`config.mk`:
```
export PLATFORM = sky130hd
export DESIGN_NAME = piece_rotation_sequencer
export DESIGN_NICKNAME = d
export VERILOG_FILES = /design/src/rtl/tetris_pkg.sv /design/src/rtl/lfsr16.sv /design/src/rtl/piece_rotation_sequencer.sv
export SDC_FILE = /design/constraint.sdc
export NUM_CORES = 1
export LEC_CHECK = 0
export BUFFER_PORTS_ARGS = -buffer_cell sky130_fd_sc_hd__buf_2
export CORE_ASPECT_RATIO = 1.75
export CORE_MARGIN = 2
export CORE_UTILIZATION = 40
export DETAILED_ROUTE_END_ITERATION = 10
export HOLD_SLACK_MARGIN = 0.05
export PLACE_DENSITY = 0.63
export SYNTH_ARGS = -nofsm -noshare
export SYNTH_HDL_FRONTEND = slang
export SYNTH_SLANG_ARGS = --single-unit
```
`constraint.sdc`:
```
create_clock -name clk -period 3.4 [get_ports clk]
set_input_delay 0.68 -clock clk [delete_from_list [all_inputs] [get_ports clk]]
set_output_delay 0.68 -clock clk [all_outputs]
set_load 0.01 [all_outputs]
```
`src/rtl/tetris_pkg.sv`:
```
// Shared tetromino definitions: piece encodings, rotation counts and the 4x4 shape ROM.
// Masks are row-major with bit 15 as the top-left cell.
package tetris_pkg;

    localparam int SHAPE_W    = 16;
    localparam int NUM_SHAPES = 7;

    typedef enum logic [2:0] {
        PIECE_I = 3'd0,
        PIECE_O = 3'd1,
        PIECE_S = 3'd2,
        PIECE_Z = 3'd3,
        PIECE_J = 3'd4,
        PIECE_T = 3'd5,
        PIECE_L = 3'd6
    } piece_t;

    typedef enum logic [1:0] {
        ST_IDLE   = 2'd0,
        ST_SPAWN  = 2'd1,
        ST_ACTIVE = 2'd2,
        ST_CHECK  = 2'd3
    } seq_state_t;

    // Pieces with fewer than four orientations repeat them in the unused slots.
    localparam logic [SHAPE_W-1:0] SHAPE_ROM [NUM_SHAPES][4] = '{
        '{16'h0F00, 16'h2222, 16'h0F00, 16'h2222},
        '{16'h0660, 16'h0660, 16'h0660, 16'h0660},
        '{16'h06C0, 16'h4620, 16'h06C0, 16'h4620},
        '{16'h0C60, 16'h2640, 16'h0C60, 16'h2640},
        '{16'h8E00, 16'h6440, 16'h0E20, 16'h44C0},
        '{16'h4E00, 16'h4640, 16'h0E40, 16'h4C40},
        '{16'h2E00, 16'h4460, 16'h0E80, 16'hC440}
    };

    function automatic logic [2:0] rot_count(input logic [2:0] id);
        case (id)
            PIECE_O:                   return 3'd1;
            PIECE_I, PIECE_S, PIECE_Z: return 3'd2;
            default:                   return 3'd4;
        endcase
    endfunction

    function automatic logic [SHAPE_W-1:0] shape_of(input logic [2:0] id, input logic [1:0] r);
        if (id > 3'd6)
            return '0;
        return SHAPE_ROM[id][r];
    endfunction

    // Counts are powers of two, so the modulo reduces to a mask.
    function automatic logic [1:0] step_rot(input logic [1:0] r, input logic [2:0] cnt,
                                            input logic ccw);
        logic [1:0] mask;
        mask = 2'(cnt - 3'd1);
        return ccw ? ((r - 2'd1) & mask) : ((r + 2'd1) & mask);
    endfunction

endpackage

```
`src/rtl/lfsr16.sv`:
```
// Free-running 16-bit Fibonacci LFSR (taps 16,14,13,11), shifting toward bit 0.
module lfsr16 #(
    parameter logic [15:0] SEED = 16'hACE1
) (
    input  logic        clk,
    input  logic        resetn,
    output logic [15:0] q
);

    logic fb;

    assign fb = q[0] ^ q[2] ^ q[3] ^ q[5];

    always_ff @(posedge clk or negedge resetn) begin
        if (!resetn)
            q <= SEED;
        else
            q <= {fb, q[15:1]};
    end

endmodule

```
`src/rtl/piece_rotation_sequencer.sv`:
```
// Spawns pieces from a pseudo-random bag and runs rotate requests through an
// external collision check before committing them.
//
// state  | meaning
// IDLE   | no active piece, waiting for the first spawn request
// SPAWN  | promote next_id to the active piece and draw a new preview
// ACTIVE | piece on the board, accepting rotate / spawn requests
// CHECK  | candidate rotation presented, waiting for ok / reject
module piece_rotation_sequencer
    import tetris_pkg::*;
#(
    parameter int          GRID       = 4,
    parameter int          NUM_PIECES = 7,
    parameter logic [15:0] SEED       = 16'hACE1,
    localparam int         CFG_W      = GRID * GRID,
    localparam int         ID_W       = $clog2(NUM_PIECES)
) (
    input  logic             clk,
    input  logic             resetn,
    input  logic             new_piece,
    input  logic             rotate_cw,
    input  logic             rotate_ccw,
    input  logic             cand_ok,
    input  logic             cand_reject,
    output logic [CFG_W-1:0] cur_config,
    output logic [CFG_W-1:0] cand_config,
    output logic             cand_valid,
    output logic [ID_W-1:0]  piece_id,
    output logic [1:0]       rot,
    output logic [ID_W-1:0]  next_id,
    output logic             piece_valid
);

    seq_state_t      state;
    logic [1:0]      cand_rot;
    logic [15:0]     lfsr_q;
    logic [ID_W-1:0] draw_raw;
    logic [ID_W-1:0] draw;
    logic            unused_lfsr;
    logic [2:0]      cnt;
    logic            rot_req;
    logic [1:0]      next_rot;

    lfsr16 #(.SEED(SEED)) u_lfsr (
        .clk    (clk),
        .resetn (resetn),
        .q      (lfsr_q)
    );

    // Only the low bits feed the draw; fold once to stay inside the piece range.
    assign draw_raw    = lfsr_q[ID_W-1:0];
    assign draw        = (draw_raw >= ID_W'(NUM_PIECES)) ? draw_raw - ID_W'(NUM_PIECES) : draw_raw;
    assign unused_lfsr = ^lfsr_q[15:ID_W];

    assign cnt      = rot_count(3'(piece_id));
    assign rot_req  = rotate_cw ^ rotate_ccw;
    assign next_rot = step_rot(rot, cnt, rotate_ccw);

    assign cur_config = piece_valid ? CFG_W'(shape_of(3'(piece_id), rot)) : '0;

    always_ff @(posedge clk or negedge resetn) begin
        if (!resetn) begin
            state       <= ST_IDLE;
            piece_valid <= 1'b0;
            piece_id    <= '0;
            rot         <= '0;
            next_id     <= '0;
            cand_valid  <= 1'b0;
            cand_config <= '0;
            cand_rot    <= '0;
        end else begin
            case (state)
                ST_IDLE: begin
                    if (new_piece)
                        state <= ST_SPAWN;
                end
                ST_SPAWN: begin
                    piece_id    <= next_id;
                    rot         <= '0;
                    piece_valid <= 1'b1;
                    next_id     <= draw;
                    state       <= ST_ACTIVE;
                end
                ST_ACTIVE: begin
                    if (new_piece) begin
                        state <= ST_SPAWN;
                    end else if (rot_req && (cnt != 3'd1)) begin
                        cand_rot    <= next_rot;
                        cand_valid  <= 1'b1;
                        cand_config <= CFG_W'(shape_of(3'(piece_id), next_rot));
                        state       <= ST_CHECK;
                    end
                end
                ST_CHECK: begin
                    // A spawn request wins over any verdict in the same cycle.
                    if (new_piece) begin
                        cand_valid  <= 1'b0;
                        cand_config <= '0;
                        state       <= ST_SPAWN;
                    end else if (cand_ok || cand_reject) begin
                        if (cand_ok && !cand_reject)
                            rot <= cand_rot;
                        cand_valid  <= 1'b0;
                        cand_config <= '0;
                        state       <= ST_ACTIVE;
                    end
                end
                default: state <= ST_IDLE;
            endcase
        end
    end

endmodule

```
* After elaboration in Yosys (flattened, before gate mapping)
Memory sizes are Yosys's and may differ from the RTL's.
Index checks and enable logic that the tools add are counted.
** Word-level totals
- Register bits :: 46
- Bits in latches :: 0
- Bits in writable memories :: 0
- ROM bits :: 512
- Input bits :: 7
- Word-level logic and storage cells :: 96
- Memories kept :: 1
** Memory list
- (no name shown) :: words 8, width 64, read ports 1, clocked after Yosys merged registers in 0, wr ports 0, line tetris_pkg.sv:47 : return SHAPE_ROM[id][r];
** Operators by class
- Add/subtract/negate cells :: 4
- $mul :: 0
- Div/mod/pow operators :: 0
- Order comparisons :: 5
- Equality and inequality tests :: 15
- Shift-type cells :: 0
- Mux-type cells :: 39
- Bitwise gates (word level) :: 10
- Reduce and logical (&&, ||, !) cells :: 13
** Operators with widths (count)
- 16-bit 2-to-1 mux :: 12
- 64-bit 2-to-1 mux :: 2
- 16-bit binary-select mux with 2-bit select :: 2
- 16-bit case mux with 2 select lines :: 1
- 2-bit 2-to-1 mux :: 9
- 2-bit != test, second input constant :: 6
- 3-bit greater-or-equal comparator, second input constant :: 3
- 1-bit 2-to-1 mux :: 8
- 2-bit case mux with 4 select lines :: 1
- 4-bit AND reduction :: 2
- 3-bit by 2-bit equality test with 1-bit output, second input constant :: 2
- 3-bit != test, second input constant :: 2
- 2-bit NOT with 3-bit output :: 2
- 3-bit case mux with 2 select lines :: 1
- 3-bit AND reduction :: 2
- 2-bit AND :: 2
- 2-bit equality test, second input constant :: 2
- 4-bit greater-or-equal comparator, second input constant :: 1
- 3-bit NOT with 4-bit output :: 1
- 2-bit case mux with 2 select lines :: 1
- 2-bit nonzero test :: 2
- 2-bit by 1-bit subtractor with 2-bit output, second input constant :: 2
- 1-bit XOR :: 4
- 3-bit by 1-bit equality test with 1-bit output, second input constant :: 1
- 14 further kinds :: 15

* Depth between registers and ports, before layout
- Word-level depth :: 14
- Mapped depth :: 9
- Gate-level depth less buffers :: 8

* Modules after synthesis
A second synthesis with hierarchy kept.
** Second synthesis, totals
- Cells, all modules :: 222
- Area total of the unflattened synthesis :: 2194.6 µm²
** Modules (own cells, without submodules)
- piece_rotation_sequencer :: times used 1, cells an instance 203, area each 1757.9 µm²
- lfsr16 :: times used 1, cells an instance 19, area each 436.7 µm²

* Worst setup path after synthesis
OpenSTA, ideal clock, no wires.
- Path type :: reg2out
- Start :: reg piece_id[0]
- End :: out cur_config[15]
- Arrival time :: 1.584 ns
- Required time :: 2.720 ns
- Slack :: 1.136 ns
- Stages on the path, launching flop included :: 6
- Path buffers :: 0
- Cells stage by stage :: dfrtp_1 > inv_1 > ha_1 > or3_1 > nand2_1 > nor3_1
** On the way
- Cells in the longest elaborated chain, start to end :: 9
- Elaborated cells on any way between the ends :: 11
** Ends and longest elaborated chain
- from (decl) :: line piece_rotation_sequencer.sv:28 : output logic [ID_W-1:0] piece_id,
- from (signal assigned) :: line piece_rotation_sequencer.sv:78 : piece_id <= next_id;
- 3-bit NOT with 4-bit output (not written as such) :: line tetris_pkg.sv:47
- memory read 8 x 64 bit
- 64-bit 2-to-1 mux (2 in series)
- 16-bit binary-select mux with 2-bit select :: line tetris_pkg.sv:47
- 16-bit 2-to-1 mux (not written as such) (2 in series) :: line tetris_pkg.sv:47
- 16-bit 2-to-1 mux (*) :: line tetris_pkg.sv:47
- 16-bit 2-to-1 mux (*) :: line piece_rotation_sequencer.sv:59 : assign cur_config = piece_valid ? CFG_W'(shape_of(3'(piece_id), rot)) : '0;
- to (decl) :: line piece_rotation_sequencer.sv:25 : output logic [CFG_W-1:0] cur_config,
Every way passes the cells marked *; elsewhere a longest branch is shown, timed or not. The select of a mux whose other input is x is not followed.

* Final worst setup path
Same ends and word-level chain as after synthesis.

==> impl_metrics.csv <==
group,metric,value,unit
die,core_area,5260,sq um
clocking,cts.sinks,41,
cells_and_area,antenna_cells,0,
logic_synthesis,yosysSeqAreaShare,0.480,
cells_and_area,drive_above_1_share,0.256,
placed_design,post-dp-hpwl,3550,um
sta,slew_viol_final,0,
global_route,grt_max_degree,42,
sta,relSlewSlack,0.409,
min_path,hold_class,"register to register",
drt,wirelength,4900,um
cells_and_area,stdcell_count,305,
logic_synthesis,synth.distinct_cells,47,
power,power.density,539,nW/um^2
die,dieArea,6020,sq um
logic_synthesis,netlist_instances,213,
sta,rsz0062_at_grt,"false",
die,die_h,101,um
cells_and_area,nNetsFinal,265,
cells_and_area,post-route-util,0.467,
worst_setup_path,reg2regPathDepth,8,
power,ir_drop,0.339,mV
logic_synthesis,ys_ff_latch,41,
logic_synthesis,synth_common_cells,"dfrtp_1 (33), nand2_1 (27), nor2_1 (19), a21oi_1 (12), buf_4 (10)",
global_route,grt_pass1_wl,8050,um
worst_setup_path,crit_path_start_kind,"register",
clocking,post_cts_buffers,0,
drt,route.detailed.drc,0,
logic_synthesis,synth_area_leaders,"dfrtp_1 (38%), dfstp_2 (9.7%), ha_1 (5.2%), nand2_1 (4.7%), buf_4 (3.5%)",
global_route,groute.usage.overall,0.181,
clocking,cts_htree_levels,2,
worst_setup_path,cp_max_fo,10,
logic_synthesis,synth_edf_count,0,
die,io_pins,49,
clocking,cts_tree,"done",
flow_run,max_cap_violations,0,
sta,fmax,351,MHz
die,die_w,59.5,um
clocking,post_cts_resized,0,
worst_setup_path,r2r_start,"piece_id[1]$_DFFE_PN0P_",
logic_synthesis,synthDominantCellAreaShare,0.383,
clocking,root_buffer,"clkbuf_8",
worst_setup_path,r2r_end,"cand_config[1]$_DFFE_PN0P_",
cells_and_area,area_growth,13.8,%
clocking,insertion_delay,0.29,ns
global_route,antenna_found_initial,0,
logic_synthesis,synth_area,2160,sq um
sta,finClkSkew,0.00996,ns
placed_design,routabilityCongestion,0.912,
drt,drtIter0Drc,109,
drt,drt_first_pass_iters,4,
worst_setup_path,r2r_slack,0.85,ns
min_path,hp-start,"u_lfsr.q[4]$_DFF_PN0_",
sta,fin_tns_setup,0,ns
clocking,clkTransAtPathRegs,0.07,ns
die,num_rows,35,
power,p_leak,1.20,nW
placed_design,numPortBuffers,38,
drt,ant_nets,0,
logic_synthesis,synth.largest_area_cell,"dfrtp_1",
clocking,cts_made_buffers,5,
sta,fin_crit_sh,0.839,
sta,finalHoldViolations,0,
drt,avgRoutedWirePerCell,16.0,um
sta,worst_pin_slew,0.887,ns
clocking,clk_path_buf_depth,2,
logic_synthesis,async_reset_ff_frac,1.00,
worst_setup_path,crit_arrival,2.17,ns
die,initial_core_util,0.410,
worst_setup_path,cp.required,2.72,ns
drt,vias,1689,
min_path,holdPathStages,0,
drt,vias_per_cell,5.54,
status,status,"complete, no violations",
sta,fin_crit,2.85,ns
logic_synthesis,synth-main-ff-cell,"dfrtp_1",
logic_synthesis,yosys_warnings,0,
global_route,grt-ovfl-total,0,
worst_setup_path,end_kind,"primary output",
global_route,grt_pass1_vias,1641,
clocking,cts_hold_buf,0,
logic_synthesis,yosys.cell_count.top_type,"dfrtp_1",
worst_setup_path,critPathKind,"register to primary output",
placed_design,dp_cells,297,
logic_synthesis,synth_area_per_cell,10.1,sq um
sta,finalSetupViolCount,0,
min_path,min_delay_worst_endpoint,"u_lfsr.q[3]$_DFF_PN0_",
-- layer usage --
layer / part of all wire / GRT usage / up-vias / wire (um)
met3: 0.046 / 0.0370 / 17 / 224
met1: 0.42 / 0.219 / 806 / 2040
li1: - / - / 808 / -
met2: 0.49 / 0.287 / 58 / 2400
met5: 0 / 0 / - / 0
met4: 0.048 / 0.115 / 0 / 235
-- logic make-up after synthesis --
kind of cell	Yosys count	share of synthesized area
flops	41	0.480
compound gates	52	0.171
mux	9	0.0470
other cells	1	0.00174
fa+ha+maj	9	0.0522
buf+inv	26	0.0673
xor+xnor	6	0.0313
simple gates	69	0.150
-- how the worst max path moves through the flow --
stage | to | slack (ns) | start | cells past startpoint
3_3_place_gp | cand_config[1]$_DFFE_PN0P_ | 0.85 | piece_id[1]$_DFFE_PN0P_ | 8
2_1_floorplan | cur_config[15] | 1.14 | piece_id[0]$_DFFE_PN0P_ | 5
5_1_grt | cur_config[13] | 0.40 | piece_id[0]$_DFFE_PN0P_ | 6
4_1_cts | cur_config[15] | 0.56 | piece_id[0]$_DFFE_PN0P_ | 6
6_report | cur_config[15] | 0.55 | piece_id[0]$_DFFE_PN0P_ | 6
3_5_place_dp | cand_config[1]$_DFFE_PN0P_ | 0.85 | piece_id[1]$_DFFE_PN0P_ | 8
-- placed cells by master (no fill, tap or decap), types with 3 or more instances in the layout --
cell       netlist  routed
a21oi_1         12      12
mux2i_1          3       3
mux2_2           5       5
o22ai_1          3       3
nand2_1         27      27
nor2_1          19      19
xor2_1           3       3
buf_2            1      38
inv_1            7       7
nand2b_1         3       3
dfstp_2          8       8
dfrtp_1         33      33
conb_1           1      10
a31oi_1          4       4
nor2b_1          4       4
ha_1             9       9
o2bb2ai_1        5       5
clkbuf_8         0       6
a211oi_1         3       3
or3_1            3       3
o21ai_0          9       9
a32o_1           4       4
-- flip-flops by register name (all words and copies together), names as in the netlist --
name and flops:
rot 2, piece_id 3, cand_valid 1, piece_valid 1, cand_config 11, next_id 3
state 2, cand_rot 2, u_lfsr.q 16
-- power by group --
part / internal [mW] / switching (mW)
combinational: 0.133 / 0.178
clock: 0.239 / 0.162
sequential: 0.542 / 0.0684
total: 0.914 / 0.408
-- stage by stage --
step	total power, mW	instance area [sq um]	setup WS [ns]	hold WS (ns)
after global placement	0.931	2340	0.847	0.339
final	1.32	2450	0.549	0.352
after detailed placement	0.934	2340	0.852	0.348
after global routing	1.41	2450	0.404	0.369
after CTS	1.34	2450	0.562	0.357
after floorplan	0.844	2190	1.14	0.331
-- area by class of cell --
cell class / instances / area (sq um)
fill: 515 / 2800
timing repair buffer: 39 / 198
clock inverter: 1 / 30.0
sequential: 41 / 1040
multi-input combinational: 155 / 1010
inverter: 7 / 26.3
tap: 55 / 68.8
clock buffer: 7 / 86.3
-- worst max-delay path, cell delays in order (launching register included) --
cell     delay, ns
dfrtp_1       0.52
inv_1         0.19
ha_1          0.30
or3_1         0.39
nand2_1       0.24
nor3_1        0.09
buf_2         0.15
(Power assumes the default switching activity.)
